[config.mk]
export PLATFORM = sky130hd
export DESIGN_NAME = ni_slave_regfile
export DESIGN_NICKNAME = d
export VERILOG_FILES = /design/src/rtl/ni_pkg.sv /design/src/rtl/ni_slave_addr_decode.sv /design/src/rtl/ni_slave_regfile.sv
export SDC_FILE = /design/constraint.sdc
export NUM_CORES = 1
export LEC_CHECK = 0
export ABC_AREA = 0
export CORE_AREA = 3 3 442 444
export DETAILED_ROUTE_END_ITERATION = 7
export DIE_AREA = 0 0 445 447
export GPL_ROUTABILITY_DRIVEN = 0
export GPL_TIMING_DRIVEN = 0
export PLACE_DENSITY = 0.38
export SYNTH_ARGS = -nofsm -noshare
export SYNTH_HDL_FRONTEND = slang
export SYNTH_SLANG_ARGS = --single-unit
[constraint.sdc]
create_clock -name clk -period 2.95 [get_ports clk]
set_input_delay 0.7375 -clock clk [delete_from_list [all_inputs] [get_ports clk]]
set_output_delay 0.7375 -clock clk [all_outputs]
set_load 0.02 [all_outputs]
[src/rtl/ni_pkg.sv]
// Shared NI slave definitions: FSM state encoding, latency bound, and the
// byte-address to register-index decode helper.
package ni_pkg;

  typedef enum logic [1:0] {
    IDLE  = 2'd0,
    WACK  = 2'd1,
    RWAIT = 2'd2,
    RRESP = 2'd3
  } ni_slv_state_t;

  localparam int NI_MAX_READ_LATENCY = 8;

  typedef struct packed {
    logic        hit;
    logic [31:0] index;
  } ni_idx_t;

  // The offset is reduced to addr_width bits so an address below the base
  // wraps to a large value and lands outside the register range.
  function automatic ni_idx_t ni_word_index(
    input logic [31:0] addr,
    input logic [31:0] base,
    input int unsigned addr_width,
    input int unsigned stride,
    input int unsigned num_regs
  );
    logic [31:0] mask;
    logic [31:0] offset;
    ni_idx_t     res;
    mask      = (addr_width >= 32) ? 32'hFFFF_FFFF : ((32'd1 << addr_width) - 32'd1);
    offset    = (addr - base) & mask;
    res.index = offset / 32'(stride);
    res.hit   = ((offset % 32'(stride)) == 32'd0) && (res.index < 32'(num_regs));
    return res;
  endfunction

endpackage

[src/rtl/ni_slave_addr_decode.sv]
// Combinational byte-address decode into a register index and hit flag.
module ni_slave_addr_decode
  import ni_pkg::*;
#(
  parameter int ADDR_WIDTH = 16,
  parameter int DATA_WIDTH = 32,
  parameter int NUM_REGS   = 16,
  parameter int BASE_ADDR  = 0,
  localparam int IDX_W     = (NUM_REGS > 1) ? $clog2(NUM_REGS) : 1
) (
  input  logic [ADDR_WIDTH-1:0] i_addr,
  output logic                  o_hit,
  output logic [IDX_W-1:0]      o_index
);

  ni_idx_t w_res;
  logic    w_unused;

  assign w_res    = ni_word_index(32'(i_addr), 32'(BASE_ADDR), ADDR_WIDTH,
                                  DATA_WIDTH / 8, NUM_REGS);
  assign o_hit    = w_res.hit;
  assign o_index  = w_res.index[IDX_W-1:0];
  assign w_unused = ^w_res.index[31:IDX_W];

endmodule

[src/rtl/ni_slave_regfile.sv]
// NI slave responder terminating write/read transactions into a register bank;
// read-only slots return live hw_in status.
//
// state | meaning
// IDLE  | accepts wen/ren
// WACK  | drives wack; launches a captured simultaneous read on exit
// RWAIT | read latency countdown
// RRESP | drives rvalid and rdata
module ni_slave_regfile
  import ni_pkg::*;
#(
  parameter int                     DATA_WIDTH   = 32,
  parameter int                     ADDR_WIDTH   = 16,
  parameter int                     NUM_REGS     = 16,
  parameter int                     BASE_ADDR    = 0,
  parameter logic [NUM_REGS-1:0]    RO_MASK      = '0,
  parameter int                     READ_LATENCY = 1,
  parameter logic [DATA_WIDTH-1:0]  RESET_VAL    = '0
) (
  input  logic                           clk,
  input  logic                           rstn,
  input  logic                           wen,
  input  logic [ADDR_WIDTH-1:0]          waddr,
  input  logic [DATA_WIDTH-1:0]          wdata,
  output logic                           wack,
  input  logic                           ren,
  input  logic [ADDR_WIDTH-1:0]          raddr,
  output logic [DATA_WIDTH-1:0]          rdata,
  output logic                           rvalid,
  input  logic [NUM_REGS*DATA_WIDTH-1:0] hw_in,
  output logic [NUM_REGS*DATA_WIDTH-1:0] regs_o,
  output logic [NUM_REGS-1:0]            wr_strobe_o,
  output logic                           err_o
);

  localparam int       IDX_W    = (NUM_REGS > 1) ? $clog2(NUM_REGS) : 1;
  localparam logic [2:0] LAT_LOAD = 3'(READ_LATENCY - 1);

  ni_slv_state_t         r_state, w_state_nxt;
  logic [2:0]            r_cnt, w_cnt_nxt;
  logic                  r_pend;
  logic [ADDR_WIDTH-1:0] r_pend_addr;
  logic                  r_rd_hit;
  logic [IDX_W-1:0]      r_rd_idx;
  logic [DATA_WIDTH-1:0] r_rdata;
  logic                  r_err;
  logic [NUM_REGS-1:0]   r_wr_strobe;

  logic                  w_wr_go, w_wr_ok, w_rd_start, w_drop;
  logic                  w_wdec_hit, w_rdec_hit, w_rs_hit;
  logic [IDX_W-1:0]      w_wdec_idx, w_rdec_idx, w_rs_idx;
  logic [ADDR_WIDTH-1:0] w_rd_addr;
  logic [DATA_WIDTH-1:0] w_rd_val;
  logic [DATA_WIDTH-1:0] w_regs [NUM_REGS];
  logic [DATA_WIDTH-1:0] w_hw   [NUM_REGS];

  ni_slave_addr_decode #(
    .ADDR_WIDTH(ADDR_WIDTH), .DATA_WIDTH(DATA_WIDTH),
    .NUM_REGS(NUM_REGS), .BASE_ADDR(BASE_ADDR)
  ) u_wdec (
    .i_addr (waddr),
    .o_hit  (w_wdec_hit),
    .o_index(w_wdec_idx)
  );

  // In WACK the only read that may start is the one captured alongside the write.
  assign w_rd_addr = (r_state == WACK) ? r_pend_addr : raddr;

  ni_slave_addr_decode #(
    .ADDR_WIDTH(ADDR_WIDTH), .DATA_WIDTH(DATA_WIDTH),
    .NUM_REGS(NUM_REGS), .BASE_ADDR(BASE_ADDR)
  ) u_rdec (
    .i_addr (w_rd_addr),
    .o_hit  (w_rdec_hit),
    .o_index(w_rdec_idx)
  );

  always_comb begin
    w_state_nxt = r_state;
    w_cnt_nxt   = r_cnt;
    w_wr_go     = 1'b0;
    w_rd_start  = 1'b0;
    w_drop      = 1'b0;
    unique case (r_state)
      IDLE: begin
        if (wen) begin
          w_wr_go     = 1'b1;
          w_state_nxt = WACK;
        end else if (ren) begin
          w_rd_start = 1'b1;
        end
      end
      WACK: begin
        w_drop = wen | ren;
        if (r_pend) w_rd_start = 1'b1;
        else        w_state_nxt = IDLE;
      end
      RWAIT: begin
        w_drop    = wen | ren;
        w_cnt_nxt = r_cnt - 3'd1;
        if (r_cnt == 3'd1) w_state_nxt = RRESP;
      end
      RRESP: begin
        w_drop      = wen | ren;
        w_state_nxt = IDLE;
      end
      default: w_state_nxt = IDLE;
    endcase
    if (w_rd_start) begin
      if (READ_LATENCY <= 1) begin
        w_state_nxt = RRESP;
      end else begin
        w_state_nxt = RWAIT;
        w_cnt_nxt   = LAT_LOAD;
      end
    end
  end

  assign w_wr_ok  = w_wr_go & w_wdec_hit & ~RO_MASK[w_wdec_idx];
  assign w_rs_hit = w_rd_start ? w_rdec_hit : r_rd_hit;
  assign w_rs_idx = w_rd_start ? w_rdec_idx : r_rd_idx;
  assign w_rd_val = !w_rs_hit           ? '0 :
                    RO_MASK[w_rs_idx]   ? w_hw[w_rs_idx] : w_regs[w_rs_idx];

  always_ff @(posedge clk or negedge rstn) begin
    if (!rstn) begin
      r_state     <= IDLE;
      r_cnt       <= '0;
      r_pend      <= 1'b0;
      r_pend_addr <= '0;
      r_rd_hit    <= 1'b0;
      r_rd_idx    <= '0;
      r_rdata     <= '0;
      r_err       <= 1'b0;
      r_wr_strobe <= '0;
    end else begin
      r_state <= w_state_nxt;
      r_cnt   <= w_cnt_nxt;
      if (w_wr_go) begin
        r_pend      <= ren;
        r_pend_addr <= raddr;
      end else if (w_rd_start) begin
        r_pend <= 1'b0;
      end
      if (w_rd_start) begin
        r_rd_hit <= w_rdec_hit;
        r_rd_idx <= w_rdec_idx;
      end
      // RO status is sampled at the edge that raises rvalid.
      r_rdata     <= (w_state_nxt == RRESP) ? w_rd_val : '0;
      r_err       <= (w_wr_go & ~w_wr_ok) | ((w_state_nxt == RRESP) & ~w_rs_hit) | w_drop;
      r_wr_strobe <= w_wr_ok ? (NUM_REGS'(1) << w_wdec_idx) : '0;
    end
  end

  for (genvar i = 0; i < NUM_REGS; i++) begin : g_reg
    assign w_hw[i] = hw_in[i*DATA_WIDTH +: DATA_WIDTH];
    if (RO_MASK[i]) begin : g_ro
      assign w_regs[i] = '0;
    end else begin : g_rw
      logic [DATA_WIDTH-1:0] r_val;
      always_ff @(posedge clk or negedge rstn) begin
        if (!rstn)                                r_val <= RESET_VAL;
        else if (w_wr_ok && w_wdec_idx == IDX_W'(i)) r_val <= wdata;
      end
      assign w_regs[i] = r_val;
    end
    assign regs_o[i*DATA_WIDTH +: DATA_WIDTH] = w_regs[i];
  end

  assign wack        = (r_state == WACK);
  assign rvalid      = (r_state == RRESP);
  assign rdata       = r_rdata;
  assign err_o       = r_err;
  assign wr_strobe_o = r_wr_strobe;

endmodule

==> flow_summary_export.csv <==
group,metric,value,unit
die,core_area,192000,um^2
critical_path,crit_path_frequent_cell,"buf_4",
final_layout,fin_cells,5010,
logic_synthesis,async_flop_share,100,%
final_layout,area_growth,52.9,%
cts,clock_sinks,588,
routing,post-route-drc-count,0,
timing,final_max_slew_viol_count,0,
routing,drtIter0Drc,1081,
routing,final_antenna_net_count,0,
die,die_area,199000,um^2
logic_synthesis,synth_area,25700,um^2
power,power,26.0,mW
grt,grt_first_pass_wirelength,198000,um
critical_path,cp.arrival,3.50,ns
timing,finalCriticalPeriod,2.96,ns
die,initial_core_util,13.4,%
logic_synthesis,synthCells,1666,
power,p_leak,16.7,nW
logic_synthesis,synth.distinct_cells,53,
timing,final_hold_viol_count,0,
die,dieHeight,447,um
critical_path,critPathKind,"reg -> reg",
place,numPortBuffers,628,
logic_synthesis,synth_top_area_share,57.2,%
logic_synthesis,synth-main-ff-cell,"dfrtp_1",
die,rows,161,
power,p_per_area,662,nW/um^2
final_layout,design_area,39300,um^2
cts,cts-buffers-inserted,79,
final_layout,drive_gt1_share,37.6,%
grt,grt_pass1_vias,19600,
status,outcome,"finished with violations",
timing,worstMarginPinSlew,0.879,ns
cts,clk_pin_slew,0.06,ns
logic_synthesis,yosysSeqAreaShare,57.2,%
grt,grt_overflow,0,
cts,clock_latency,0.69,ns
place,postPlaceCellArea,35400,um^2
final_layout,nets,2999,
logic_synthesis,synth_edf_count,0,
routing,drt-total-wl,153000,um
logic_synthesis,yosys_warnings,0,
routing,viasPerCell,3.73,
timing,setup_violations,1,
routing,dr.pass1.iters,5,
cts,h-tree-depth,3,
flow_run,drv_cap,0,
timing,fin_ws,-0.0102,ns
logic_synthesis,syn_avg_cell_area,15.4,um^2
critical_path,slowest_delay,0.42,ns
critical_path,setup.worst_path.start_class,"register",
critical_path,worstPathCellList,"buf_2 > nor2b_1 > buf_4 > and3b_1 > a2111oi_4 > buf_12 > buf_4 > clkbuf_4 > mux4_2 > nand2_1 > a41oi_1",
timing,holdWs,0.447,ns
grt,antenna_found_initial,24,
logic_synthesis,yosys_register_bits,588,
critical_path,end_kind,"register",
grt,grt_max_degree,100,
die,ios,1143,
critical_path,cp_max_fo,10,
power,peakVddDrop,0.402,mV
logic_synthesis,synth_area_leader_cell,"dfrtp_1",
timing,max_slew_margin,41.4,%
critical_path,crit_required,3.49,ns
timing,skew,0.0326,ns
timing,max_clock_freq,0.338,GHz
cts,cts_root_buffer,"clkbuf_16",
cts,clock_path_buffers,3,
timing,min_period_over_period,100,%
die,die_w,445,um
worst_hold_path,hold_class,"in -> reg",
grt,grt_use_total,15.0,%
logic_synthesis,synth_area_leaders,"dfrtp_1 (57%), mux2_2 (22%), mux4_2 (11%), mux2_1 (1.4%), clkbuf_1 (1.3%)",
cts,cts_tree,"done",
critical_path,slowest_stage,"dfrtp_1",
routing,via_count,18700,
place,dp_hpwl,117000,um
timing,rsz0062_at_grt,"yes",
place,dp.cells,4828,
timing,setup-tns-final,-0.0102,ns
status,violations,"negative setup slack",
routing,wl_per_cell,30.5,um
logic_synthesis,synth_nets,2248,
logic make-up after synthesis:
family,share of synthesized area (%)
compound gates,1.97
xor+xnor,0.0681
fa+ha+maj,0.0972
buf+inv,2.75
flops,57.2
mux,34.2
simple gates,3.70
cell usage in the layout (no fill, tap or decap), drive strengths merged, types with 2 or more instances in the layout:
| cell | count |
|---|---|
| a211oi | 2 |
| a21oi | 6 |
| a221oi | 2 |
| a22oi | 3 |
| a41oi | 32 |
| and2 | 3 |
| and3b | 2 |
| buf | 107 |
| bufinv | 8 |
| clkbuf | 189 |
| clkdlybuf4s50 | 622 |
| clkinv | 17 |
| dfrtp | 588 |
| diode | 10 |
| dlygate4sd2 | 4 |
| ha | 2 |
| inv | 15 |
| mux2 | 531 |
| mux2i | 3 |
| mux4 | 124 |
| nand2 | 74 |
| nand2b | 3 |
| nand3 | 63 |
| nand4 | 3 |
| nor2 | 19 |
| nor3 | 5 |
| nor3b | 3 |
| nor4 | 9 |
| o21ai | 5 |
| o22ai | 3 |
| or2 | 3 |
| or3 | 4 |
synth_stat cells, types with 4 or more instances:
| library cell | number |
|---|---|
| mux2_1 | 31 |
| nand3_1 | 63 |
| inv_1 | 13 |
| nor4_1 | 9 |
| a41oi_1 | 32 |
| mux4_2 | 124 |
| buf_4 | 13 |
| buf_2 | 37 |
| nor2_1 | 19 |
| mux2_2 | 500 |
| or3_1 | 4 |
| dfrtp_1 | 588 |
| a21oi_1 | 6 |
| nand2_1 | 74 |
| clkbuf_1 | 88 |
registers in the layout (all words and copies together), names as in the netlist:
register,count
rdata,32
r_cnt,3
wr_strobe_o,16
r_pend,1
g.g_rw.r_val,512
r_pend_addr,16
r_rd_hit,1
err_o,1
r_state,2
r_rd_idx,4
metrics by stage:
step	worst slack, ns	util [%]
floorplan	0.260	-
global placement	-29.48	18.3
detailed placement	-2.26	18.4
CTS	-0.0164	20.4
global route	-0.0878	20.5
finish	-0.0102	20.5
metal layers:
layer | wire length [um] | GRT usage (%) | up-vias
li1 | - | - | 7750
met4 | 4980 | 5.06 | 2
met1 | 69400 | 20.2 | 10100
met5 | 10 | 0 | -
met3 | 11700 | 4.95 | 162
met2 | 66600 | 22.3 | 727
critical path, delay by kind of cell (launching register included):
family	cells	cell delay (ns)
AOI/OAI and AO/OA	2	0.42
buffers and inverters	5	1.05
DFF	1	0.42
muxes	1	0.35
and+or+nand+nor	3	0.57
repair_timing:
item / CTS / global route
setup endpoints to repair: 564 / 256
endpoints found under the hold margin: 40 / 0
setup buffers: 35 / 1
gates resized for setup: 234 / 27
pin swaps: 14 / 1
hold buffers: 1 / 0
cloned: 1 / 0
area by class of cell:
class	count	area, um^2
Antenna cell	10	25.0
Multi-Input combinational cell	921	10600
Sequential cell	588	14700
Buffer	139	1210
Timing Repair Buffer	674	6950
Fill cell	20700	153000
Clock buffer	111	2270
Tap cell	2526	3160
Clock inverter	27	375
Inverter	14	57.6
path summary, 6_finish.rpt:
path	from	endpoint	slack, ns	depth (start not counted)
max	r_state[0]	rdata[31]	-0.01	11
min	ren	r_pend	0.45	3
max reg2reg	r_state[0]	rdata[31]	-0.01	11
min reg2reg	r_cnt[2]	r_cnt[2]	0.47	1
max in group asynchronous	rstn	rdata[7]	0.89	4
min in group asynchronous	rstn	wr_strobe_o[10]	0.55	2
report_power, final:
group | switching (mW) | internal [mW] | total, mW
logic | 4.86 | 2.73 | 7.59
clock network | 3.99 | 6.05 | 10.0
registers | 0.143 | 8.27 | 8.41
total | 8.99 | 17.1 | 26.0
No activity file was read; power rests on OpenSTA's default activity.
